==> src/rtl/barrido_pkg.sv <==
// Shared definitions for the stimulus sweeper: FSM state encoding and the
// widths of the value, decoder-select and hit-count buses.
package barrido_pkg;

    typedef enum logic [1:0] {
        REPOSO  = 2'b00,
        BARRIDO = 2'b01,
        FIN     = 2'b10
    } estado_t;

    localparam int ANCHO_ESTIMULO = 6;
    localparam int ANCHO_DEC      = 3;
    localparam int ANCHO_CONTEO   = 7;

endpackage

==> src/rtl/barrido_if.sv <==
// Bundle of the sweeper's control, comparator and result signals.
// The slave modport is the sweeper itself; the master side drives
// start/pause and the comparator response and reads the results.
interface barrido_if;
    import barrido_pkg::*;

    logic                      inicio;
    logic                      pausa;
    logic                      rta_comparador;
    logic [ANCHO_ESTIMULO-1:0] estimulo;
    logic [ANCHO_DEC-1:0]      estimulo_dec;
    logic                      ocupado;
    logic                      listo;
    logic [ANCHO_CONTEO-1:0]   conteo_aciertos;
    logic [ANCHO_ESTIMULO-1:0] primer_acierto;
    logic                      hubo_acierto;

    modport master (
        output inicio, pausa, rta_comparador,
        input  estimulo, estimulo_dec, ocupado, listo,
               conteo_aciertos, primer_acierto, hubo_acierto
    );

    modport slave (
        input  inicio, pausa, rta_comparador,
        output estimulo, estimulo_dec, ocupado, listo,
               conteo_aciertos, primer_acierto, hubo_acierto
    );

endinterface

==> src/rtl/registro_aciertos.sv <==
// Hit bookkeeping for one sweep: hit counter, value of the first hit and
// a sticky "any hit" flag. Cleared at sweep start, updated on active steps.
module registro_aciertos
    import barrido_pkg::*;
(
    input  logic                      clk,
    input  logic                      rst_n,
    input  logic                      limpiar_i,
    input  logic                      habilitar_i,
    input  logic                      acierto_i,
    input  logic [ANCHO_ESTIMULO-1:0] valor_i,
    output logic [ANCHO_CONTEO-1:0]   conteo_o,
    output logic [ANCHO_ESTIMULO-1:0] primer_o,
    output logic                      hubo_o
);

    logic [ANCHO_CONTEO-1:0]   conteo_q;
    logic [ANCHO_ESTIMULO-1:0] primer_q;
    logic                      hubo_q;
    logic [ANCHO_CONTEO-1:0]   conteo_d;

    // 7 bits hold up to 127, so a full 64-step sweep of hits cannot overflow
    assign conteo_d = conteo_q + 7'd1;

    // Clear on start; count hits and latch the first hit value on active steps
    always_ff @(posedge clk or negedge rst_n) begin
        if (!rst_n) begin
            conteo_q <= '0;
            primer_q <= '0;
            hubo_q   <= 1'b0;
        end else if (limpiar_i) begin
            conteo_q <= '0;
            primer_q <= '0;
            hubo_q   <= 1'b0;
        end else if (habilitar_i && acierto_i) begin
            conteo_q <= conteo_d;
            if (!hubo_q) begin
                hubo_q   <= 1'b1;
                primer_q <= valor_i;
            end
        end
    end

    assign conteo_o = conteo_q;
    assign primer_o = primer_q;
    assign hubo_o   = hubo_q;

endmodule

==> src/rtl/barrido_estimulo.sv <==
// Clocked stimulus sweeper for the "equals 22" comparator and the 3-to-8
// decoder: on a start request it walks estimulo over 0..LIMITE (decoder
// select follows modulo 8), samples the comparator each step and reports
// the hit results plus a one-cycle done pulse.
// Optional feature macro: BARRIDO_PAUSA_EN (honour the pausa input).
module barrido_estimulo
    import barrido_pkg::*;
#(
    parameter int LIMITE = 62
) (
    input logic      clk,
    input logic      rst_n,
    barrido_if.slave bus
);

    localparam logic [ANCHO_ESTIMULO-1:0] ULTIMO = ANCHO_ESTIMULO'(LIMITE);

    estado_t                   estado_q;
    logic [ANCHO_ESTIMULO-1:0] estimulo_q;
    logic [ANCHO_ESTIMULO-1:0] estimulo_d;
    logic [ANCHO_DEC-1:0]      dec_q;
    logic [ANCHO_DEC-1:0]      dec_d;
    logic                      ocupado_q;
    logic                      listo_q;
    logic                      pausado;
    logic                      arranque;
    logic                      paso_activo;

`ifdef BARRIDO_PAUSA_EN
    assign pausado = bus.pausa;
`else
    // Pause input kept on the bus but has no effect in this build
    logic unused_pausa;
    assign unused_pausa = bus.pausa;
    assign pausado      = 1'b0;
`endif

    assign arranque    = (estado_q == REPOSO) && bus.inicio;
    assign paso_activo = (estado_q == BARRIDO) && !pausado;
    assign estimulo_d  = estimulo_q + 6'd1;
    assign dec_d       = dec_q + 3'd1;

    // Sweep FSM with the value/select counters and registered status outputs
    always_ff @(posedge clk or negedge rst_n) begin
        if (!rst_n) begin
            estado_q   <= REPOSO;
            estimulo_q <= '0;
            dec_q      <= '0;
            ocupado_q  <= 1'b0;
            listo_q    <= 1'b0;
        end else begin
            listo_q <= 1'b0;
            case (estado_q)
                REPOSO: begin
                    if (bus.inicio) begin
                        estado_q   <= BARRIDO;
                        estimulo_q <= '0;
                        dec_q      <= '0;
                        ocupado_q  <= 1'b1;
                    end
                end
                BARRIDO: begin
                    if (!pausado) begin
                        if (estimulo_q == ULTIMO) begin
                            estado_q  <= FIN;
                            ocupado_q <= 1'b0;
                            listo_q   <= 1'b1;
                        end else begin
                            estimulo_q <= estimulo_d;
                            dec_q      <= dec_d;
                        end
                    end
                end
                FIN: begin
                    estado_q <= REPOSO;
                end
                default: begin
                    estado_q  <= REPOSO;
                    ocupado_q <= 1'b0;
                end
            endcase
        end
    end

    registro_aciertos u_aciertos (
        .clk         (clk),
        .rst_n       (rst_n),
        .limpiar_i   (arranque),
        .habilitar_i (paso_activo),
        .acierto_i   (bus.rta_comparador),
        .valor_i     (estimulo_q),
        .conteo_o    (bus.conteo_aciertos),
        .primer_o    (bus.primer_acierto),
        .hubo_o      (bus.hubo_acierto)
    );

    assign bus.estimulo     = estimulo_q;
    assign bus.estimulo_dec = dec_q;
    assign bus.ocupado      = ocupado_q;
    assign bus.listo        = listo_q;

endmodule
==> src/flat_wrapper.sv <==
// flat-port wrapper written by rule: the top's interface ports become plain ports
module barrido_estimulo_flat import barrido_pkg::*;
#(
    parameter int LIMITE = 62
)
  (clk, rst_n, bus_inicio, bus_pausa, bus_rta_comparador, bus_estimulo, bus_estimulo_dec, bus_ocupado, bus_listo, bus_conteo_aciertos, bus_primer_acierto, bus_hubo_acierto);
  barrido_if bus_i ();
  input logic clk;
  input logic rst_n;
  input wire logic [$bits(bus_i.inicio)-1:0] bus_inicio;
  input wire logic [$bits(bus_i.pausa)-1:0] bus_pausa;
  input wire logic [$bits(bus_i.rta_comparador)-1:0] bus_rta_comparador;
  output wire logic [$bits(bus_i.estimulo)-1:0] bus_estimulo;
  output wire logic [$bits(bus_i.estimulo_dec)-1:0] bus_estimulo_dec;
  output wire logic [$bits(bus_i.ocupado)-1:0] bus_ocupado;
  output wire logic [$bits(bus_i.listo)-1:0] bus_listo;
  output wire logic [$bits(bus_i.conteo_aciertos)-1:0] bus_conteo_aciertos;
  output wire logic [$bits(bus_i.primer_acierto)-1:0] bus_primer_acierto;
  output wire logic [$bits(bus_i.hubo_acierto)-1:0] bus_hubo_acierto;
  assign bus_i.inicio = bus_inicio;
  assign bus_i.pausa = bus_pausa;
  assign bus_i.rta_comparador = bus_rta_comparador;
  assign bus_estimulo = bus_i.estimulo;
  assign bus_estimulo_dec = bus_i.estimulo_dec;
  assign bus_ocupado = bus_i.ocupado;
  assign bus_listo = bus_i.listo;
  assign bus_conteo_aciertos = bus_i.conteo_aciertos;
  assign bus_primer_acierto = bus_i.primer_acierto;
  assign bus_hubo_acierto = bus_i.hubo_acierto;
  barrido_estimulo #(.LIMITE(LIMITE)) u_core (.clk(clk), .rst_n(rst_n), .bus(bus_i));
endmodule
==> config.mk <==
export PLATFORM = sky130hd
export DESIGN_NAME = barrido_estimulo_flat
export DESIGN_NICKNAME = d
export VERILOG_FILES = /design/src/rtl/barrido_pkg.sv /design/src/rtl/barrido_if.sv /design/src/rtl/registro_aciertos.sv /design/src/rtl/barrido_estimulo.sv /design/src/flat_wrapper.sv
export SDC_FILE = /design/constraint.sdc
export NUM_CORES = 1
export LEC_CHECK = 0
export ABC_AREA = 0
export CAP_MARGIN = 20
export CORE_UTILIZATION = 50
export DETAILED_ROUTE_END_ITERATION = 12
export PLACE_DENSITY = 0.79
export SLEW_MARGIN = 20
export SYNTH_ARGS = -nofsm -noshare
export SYNTH_HDL_FRONTEND = slang
export SYNTH_SLANG_ARGS = --single-unit
export TNS_END_PERCENT = 100
==> constraint.sdc <==
create_clock -name clk -period 3.3 [get_ports clk]
set_clock_uncertainty 0.15 [all_clocks]
set_input_delay 0.66 -clock clk [delete_from_list [all_inputs] [get_ports clk]]
set_output_delay 0.66 -clock clk [all_outputs]
set_load 0.1 [all_outputs]
-- Yosys cells after proc, flatten, opt, wreduce, memory -nomap -nowiden
Cells that the tools add are included.
- flip-flop bits (word level): 27
- input port bits: 5
- word-level logic and storage cells: 49
- add/sub/neg operators: 3
- equal/unequal tests: 7
- mux-type cells: 21
- bitwise operators: 1
- reductions and logical operators: 9
- operators with widths (kind ; number):
    $mux 6 ; 5
    $mux 7 ; 2
    $pmux 6 s2 ; 1
    $add 7x1->7 const B ; 1
    $add 6x1->6 const B ; 1
    $eq 6x6->1 const B ; 1
    $mux 1 ; 6
    $mux 3 ; 2
    $pmux 3 s2 ; 1
    $reduce_and 3->1 ; 2
    $mux 2 ; 2
    $ne 2x1->1 const B ; 2
    $ne 2x2->1 const B ; 2
    $pmux 2 s2 ; 1
    $reduce_and 2->1 ; 2
    $reduce_bool 2->1 ; 2
    $add 3x1->3 const B ; 1
    $pmux 1 s3 ; 1
    $eq 2x1->1 const B ; 1
    $eq 2x2->1 const B ; 1
    $logic_and 1x1->1 ; 2
    $logic_not 2->1 ; 1
    $not 1->1 ; 1

-- Longest topological paths before layout
Gate-level depths: netlist of the first run.
- depth after elaboration: 4
- mapped depth: 5
- depth with buffers taken out: 5

-- Modules after synthesis
Synthesis of the first run repeated with hierarchy kept, for this count alone.
- cells, all modules: 140
- area total of the unflattened synthesis: 1380.1 sq um
- modules (own cells, without submodules) (module ; times used ; cells each ; area each (sq um) ; seq. area each (sq um)):
    barrido_estimulo ; 1 ; 80 ; 740.7 ; 325.3
    registro_aciertos ; 1 ; 60 ; 639.4 ; 350.3

-- Least setup slack after synthesis of the first run
OpenSTA, ideal clock, no wires.
- path type: register -> register
- from: register u_core.estimulo_q[1] (netlist: u_core.bus.estimulo[1])
- to: register u_core.estimulo_q[1] (netlist: u_core.bus.estimulo[1])
- library setup time: 0.081 ns
- arrival: 1.920 ns
- slack: 1.149 ns
- stages on the path, launching flop included: 5
- buffers on the path: 0
- clock period less this slack: 2.151 ns
- path through: dfrtp_1 > ha_1 > nand2_1 > o21ai_2 > mux2i_1
- cells in the longest elaborated chain, start to end: 3
- elaborated cells between the ends (all ways): 6
- classes of those cells: add/sub (1); eq/ne (2); mux (2); reduce/logical (1)
- ends and longest elaborated chain (element ; RTL line ; RTL):
    start: declaration ; barrido_estimulo.sv:19 ; logic [ANCHO_ESTIMULO-1:0] estimulo_q;
    start signal: assignment ; barrido_estimulo.sv:69 ; estimulo_q <= estimulo_d;
    $add 6x1->6 / $eq 6x6->1 (equally long branches) ; barrido_estimulo.sv:40, barrido_estimulo.sv:64 ;
    $mux 6 / $ne 2x2->1 (equally long branches) ; -- ;
    $pmux 6 s2 / $reduce_and 3->1 (equally long branches) ; -- ;
Several ways; a longest one is shown, not always the timed one. The select of a mux whose other input is x is not followed.
A chain may end at the register's enable or synchronous reset.

-- Worst setup path in the final report of the first run
- from: input bus_inicio
- to: register u_core.u_aciertos.conteo_q[3] (netlist: u_core.u_aciertos.conteo_o[3])
- cells in the longest elaborated chain, start to end: 2
- elaborated cells between the ends (all ways): 3
- classes of those cells: mux (1); reduce/logical (2)
- ends and longest elaborated chain (element ; RTL line ; RTL):
    start: declaration ; flat_wrapper.sv:10 ; input wire logic [$bits(bus_i.inicio)-1:0] bus_inicio;
    $logic_and 1x1->1 * ; barrido_estimulo.sv:38 ; assign arranque = (estado_q == REPOSO) && bus.inicio;
    $mux 7 / $reduce_bool 2->1 (equally long branches) ; -- ;
    end signal: assignment ; registro_aciertos.sv:36 ; conteo_q <= conteo_d;
    end: declaration ; registro_aciertos.sv:17 ; logic [ANCHO_CONTEO-1:0] conteo_q;
Every way passes the cells marked *; elsewhere a longest branch is shown, timed or not.

==> key figures, run 1 <==
Outcome
  • Status: complete, no violations

Pwr
  • Int Power: 0.526 mW
  • Seq pwr share: 0.393
  • Sw Pwr: 0.552 mW
  • Part of the power in combinational logic: 0.476
  • Clock power share: 0.131
  • Max IR drop VDD: 784 µV
  • Leakage power: 0.746 nW
  • Switching share of power: 0.512
  • PD cells: 660 mW/mm²
  • Final Power: 1.08 mW

Timing
  • Worst slew pin tran: 461 ps
  • Final Hold Violating Endpoints: 0
  • Final setup violation count: 0
  • Max frequency: 496 MHz
  • Minimum clock period: 2020 ps
  • Fin Setup TNS: 0 ps
  • Slew Viols, Final: 0
  • RSZ-0062 raised after global routing: false
  • Fin crit share: 0.611
  • Relative slew slack: 0.693
  • Final worst setup slack: 1280 ps

Setup path
  • Crit Path Category: input pin to flip-flop
  • Critical path capture point type: flip-flop
  • Worst Setup Start Kind: input pin
  • Arrival @ worst endpoint: 2070 ps
  • Worst reg-to-reg path cell count: 3
  • CP Data Required Time: 3360 ps
  • Worst Path Max Fanout: 13

Placement
  • Worst Setup Slack post-DPL: 927 ps
  • Area post-placement: 0.00161 mm²
  • DP Wirelength: 1.91 mm
  • Final GP Congestion: 0.824
  • Cell Count Post-Placement: 191
  • Port Buffers: 28

Clock network
  • Clock sink count: 27
  • Post-CTS Hold Buffers: 0
  • Clock root cell: clkbuf_4
  • Worst-skew pair later-pin latency: 320 ps
  • Reg clk slew, reported paths: 140 ps
  • Clk buf depth: 2
  • CTS Buf Count: 3
  • Post-CTS Repair Setup Buffers: 0
  • Post-cts resize count: 0
  • CTS tree: built
  • Htree depth: 1

Finish
  • Final instance area: 0.00163 mm²
  • Layout cells sized above 1: 0.194
  • Diodes inserted: 0
  • Final std cells w/o fill: 195
  • Final nets: 175
  • Area Growth Syn to Fin: 20.2%

Die
  • Die W: 54.1 µm
  • Row cnt: 18
  • Starting Density: 0.539
  • Die ar.: 0.00293 mm²
  • Core ar.: 0.00252 mm²
  • Num ports: 30
  • Die Ht: 54.1 µm

Drt
  • Final WL: 2.64 mm
  • Via count: 1090
  • Routed len/inst: 13.5 µm
  • Post-DR vias/cell: 5.59
  • Drc violations: 0
  • Antenna Nets Post-Route: 0
  • Initial drt markers: 21
  • Detailed Routing Iterations Pass 1: 4

Synthesis
  • Most frequent cell after synthesis: dfrtp_1
  • Top_reg_cell synth: dfrtp_1
  • Top post-synthesis cells by area: dfrtp_1, mux2i_1, nand2_1
  • Synth Cell Area: 0.00136 mm²
  • Mapped Nets: 144
  • Synthesis Warnings: 0
  • Synth unique cells: 37
  • Yosys top cell by area: dfrtp_1
  • Post-synthesis area per instance: 10.1 µm²
  • Most frequent cells after synthesis: dfrtp_1, nand2_1, inv_1
  • Syn Inst Count: 135
  • Asr flop ratio synth: 1.00
  • Number of synthesized flops with an enable pin: 0
  • Seq cells post-synth: 27
  • Yosys top cell area share: 0.497
  • Sequential fraction of the synthesis area: 0.497

GRT
  • Gr ovfl total: 0
  • Global-route wire length before repair: 4.52 mm
  • GR Util All Layers: 0.214
  • Vias in the first global route: 1033
  • Pin count of the biggest net entering global routing: 28
  • Initial antenna violation count: 0

Worst hold path
  • HP Class: flip-flop to flip-flop
  • Hold Path Cell Cnt: 1

Job
  • Max-Cap Viols: 0
==> flip-flops by register name, indices dropped and copies added, names as in the netlist <==
signal                      cells
u_core.u_aciertos.conteo_o      7
u_core.bus.estimulo             6
u_core.u_aciertos.primer_o      6
u_core.bus.estimulo_dec         3
u_core.estado_q                 2
u_core.bus.listo                1
u_core.bus.ocupado              1
u_core.u_aciertos.hubo_o        1
==> layout make-up <==
| cell class | count | area (µm²) |
|---|---|---|
| Sequential cell | 27 | 676 |
| Multi-Input combinational cell | 94 | 627 |
| Clock buffer | 4 | 26.3 |
| Tap cell | 30 | 37.5 |
| Fill cell | 210 | 890 |
| Inverter | 11 | 41.3 |
| Timing Repair Buffer | 29 | 225 |
==> per-layer routing <==
metal	track usage	up-vias	routed length (µm)
met5	0	-	0
met4	0.0769	0	15
met1	0.280	524	1270
met2	0.360	26	1270
li1	-	538	-
met3	0.0254	2	88
==> worst max-delay path, cell delays in order <==
cell	delay, ps
clkdlybuf4s50_1	510
or3b_1	580
o311ai_0	200
o41ai_1	130
==> logic make-up (layout without fill, tap and decap cells) <==
family          Yosys count  count (layout)  share of synthesized area
simple gates             50              50                      0.185
flops                    27              27                      0.497
compound gates           26              26                      0.140
buf+inv                  14              44                     0.0414
mux                      10              10                     0.0737
fa+ha+maj                 4               4                     0.0368
xor+xnor                  4               4                     0.0258
==> power groups by stage <==
stage	Combinational (mW)	Sequential (mW)	Clock (mW)
floorplan	0.0783	0.757	0
global placement	0.513	0.427	0
detailed placement	0.516	0.431	0
CTS	0.517	0.424	0.147
global route	0.541	0.433	0.156
finish	0.513	0.424	0.141
==> path summary, 6_finish.rpt <==
kind | from | end | slack (ps)
max | bus_inicio | u_core.u_aciertos.conteo_o[3] | 1280
min | u_core.u_aciertos.conteo_o[6] | u_core.u_aciertos.conteo_o[6] | 350
max reg2reg | u_core.estado_q[0] | u_core.u_aciertos.conteo_o[3] | 1510
min reg2reg | u_core.u_aciertos.conteo_o[6] | u_core.u_aciertos.conteo_o[6] | 350
max in group asynchronous | rst_n | u_core.bus.listo | 2210
min in group asynchronous | rst_n | u_core.u_aciertos.conteo_o[6] | 540
==> cell usage in the layout (no fill, tap or decap), types with 2 or more instances in the layout <==
master           netlist  final
o21ai_0                5      5
o211ai_1               4      4
nand3_1                8      8
nand2b_1               2      2
o311ai_0               2      2
clkbuf_4               0      3
inv_1                 11     11
clkdlybuf4s50_1        0      3
nor2_1                 7      7
mux2i_1               10     10
xor2_1                 3      3
nand2_1               20     20
dfrtp_1               27     27
ha_1                   4      4
buf_4                  0     26
nand4_1                2      2
o31ai_1                2      2
a21oi_1                4      4
==> stage by stage <==
step | hold WS [ps] | utilization
floorplan | 214 | -
global placement | 325 | 0.637
detailed placement | 334 | 0.637
CTS | 351 | 0.647
global route | 393 | 0.647
finish | 346 | 0.647
Note: power is estimated with default switching activity, not from simulation.
==> run 2: changes to the inputs <==
- CORE_UTILIZATION: 50 -> 49
- PLACE_DENSITY: 0.79 -> 0.78
- clock period: 3.3 -> 1.92 ns (I/O delays scaled with it)
==> key figures, run 2 (synthesis gave the netlist of run 1 again) <==
Timing
  • Minimum clock period: 1660 ps
  • Final Hold Violating Endpoints: 0
  • Worst slew pin tran: 381 ps
  • RSZ-0062 raised after global routing: false
  • Final worst setup slack: 262 ps
  • Slew Viols, Final: 0
  • Final setup violation count: 0
  • Fin crit share: 0.863
  • Relative slew slack: 0.745
  • Hold slack: 256 ps
  • Max frequency: 603 MHz

Finish
  • Max FFs per register: 7
  • Layout cells sized above 1: 0.295
  • Most frequent cells in the layout: buf_12, nand2_1, dfrtp_1
  • Most common cell after layout, fill and taps aside: buf_12
  • Final std cells w/o fill: 203
  • Final nets: 183
  • Final instance area: 0.00202 mm²
  • Diodes inserted: 0
  • Area Growth Syn to Fin: 48.6%

Pwr
  • Int Power: 1.12 mW
  • Leakage power: 0.870 nW
  • Final Power: 2.14 mW
  • Sw Pwr: 1.02 mW
  • PD cells: 1060 mW/mm²
  • Switching share of power: 0.475
  • Clock power share: 0.117
  • Part of the power in combinational logic: 0.515
  • Max IR drop VDD: 1490 µV
  • Seq pwr share: 0.368

Die
  • Die ar.: 0.00299 mm²
  • Row cnt: 18
  • Die W: 54.7 µm
  • Starting Density: 0.534
  • Die Ht: 54.7 µm
  • Core ar.: 0.00254 mm²
  • Num ports: 30

Clock network
  • Post-CTS Hold Buffers: 0
  • Clk buf depth: 2
  • Worst-skew pair later-pin latency: 330 ps
  • Clock root cell: clkbuf_4
  • Reg clk slew, reported paths: 150 ps
  • CTS Buf Count: 3
  • Clock sink count: 27
  • Post-CTS Repair Setup Buffers: 0
  • Htree depth: 1
  • CTS tree: built
  • Post-cts resize count: 0

Worst hold path
  • HP Class: input pin to async pin

Setup path
  • Worst Setup Start Kind: flip-flop
  • CP Data Required Time: 1990 ps
  • Crit Path Category: flip-flop to flip-flop
  • Critical path capture point type: flip-flop
  • Worst Path Max Fanout: 7
  • Arrival @ worst endpoint: 1720 ps

GRT
  • Initial antenna violation count: 0
  • Vias in the first global route: 1163
  • GR Util All Layers: 0.250
  • Gr ovfl total: 0
  • Global-route wire length before repair: 5.25 mm
  • Pin count of the biggest net entering global routing: 28

Outcome
  • Status: complete, no violations

Drt
  • Detailed Routing Iterations Pass 1: 5
  • Drc violations: 0
  • Routed len/inst: 15.5 µm
  • Antenna Nets Post-Route: 0
  • Via count: 1181
  • Initial drt markers: 16
  • Post-DR vias/cell: 5.82
  • Final WL: 3.15 mm

Placement
  • Port Buffers: 28
  • Area post-placement: 0.00199 mm²
  • Cell Count Post-Placement: 199
  • Worst Setup Slack post-DPL: -75.4 ps
  • Final GP Congestion: 0.882
  • DP Wirelength: 2.43 mm

Job
  • Max-Cap Viols: 0
-- run 2: cell types whose count changed in the layout (fill, tap and decap cells not counted) --
cell | before | now
buf_4 | 26 | 9
dfrtp_1 | 27 | 16
buf_12 | 0 | 25
dfrtp_2 | 0 | 11
-- run 2: per-layer routing --
layer | track usage | wire length [µm] | up-vias
li1 | - | - | 558
met1 | 0.289 | 1280 | 559
met2 | 0.466 | 1680 | 53
met3 | 0.0278 | 127 | 11
met4 | 0.0855 | 58 | 0
met5 | 0 | 0 | -
-- run 2: per-stage QoR --
stage | utilization | TNS, ps
4_1_cts | 0.794 | 0
2_1_floorplan | - | 0
6_report | 0.794 | 0
5_1_grt | 0.794 | 0
3_5_place_dp | 0.783 | -107
3_3_place_gp | 0.783 | 0
-- run 2: final timing paths --
kind                                                from                            end  slack [ps]  cells after the start
max                               u_core.bus.estimulo[1]         u_core.bus.estimulo[0]         260                      4
min                                                rst_n  u_core.u_aciertos.conteo_o[4]         260                      2
max reg2reg                       u_core.bus.estimulo[1]         u_core.bus.estimulo[0]         260                      4
min reg2reg                u_core.u_aciertos.conteo_o[6]  u_core.u_aciertos.conteo_o[6]         400                      1
max in group asynchronous                          rst_n         u_core.bus.estimulo[0]        1080                      2
min in group clk           u_core.u_aciertos.conteo_o[6]  u_core.u_aciertos.conteo_o[6]         400                      1
-- run 2: power by group through the flow --
| stage | Combinational (mW) | Sequential (mW) | Clock [mW] |
|---|---|---|---|
| floorplan | 0.134 | 1.31 | 0 |
| global placement | 1.09 | 0.789 | 0 |
| detailed placement | 1.11 | 0.800 | 0 |
| CTS | 1.11 | 0.788 | 0.255 |
| global route | 1.15 | 0.799 | 0.272 |
| finish | 1.10 | 0.788 | 0.250 |
-- run 2: worst max-delay path: stages (launching register included) --
cell and delay [ps]:
dfrtp_2 490, ha_1 240, and2_1 230, nand2_1 140, o311ai_0 300
-- run 2: area by class of cell --
class | instances | area, µm²
Fill cell | 151 | 526
Multi-Input combinational cell | 94 | 627
Inverter | 11 | 41.3
Timing Repair Buffer | 37 | 598
Clock buffer | 4 | 26.3
Tap cell | 30 | 37.5
Sequential cell | 27 | 689
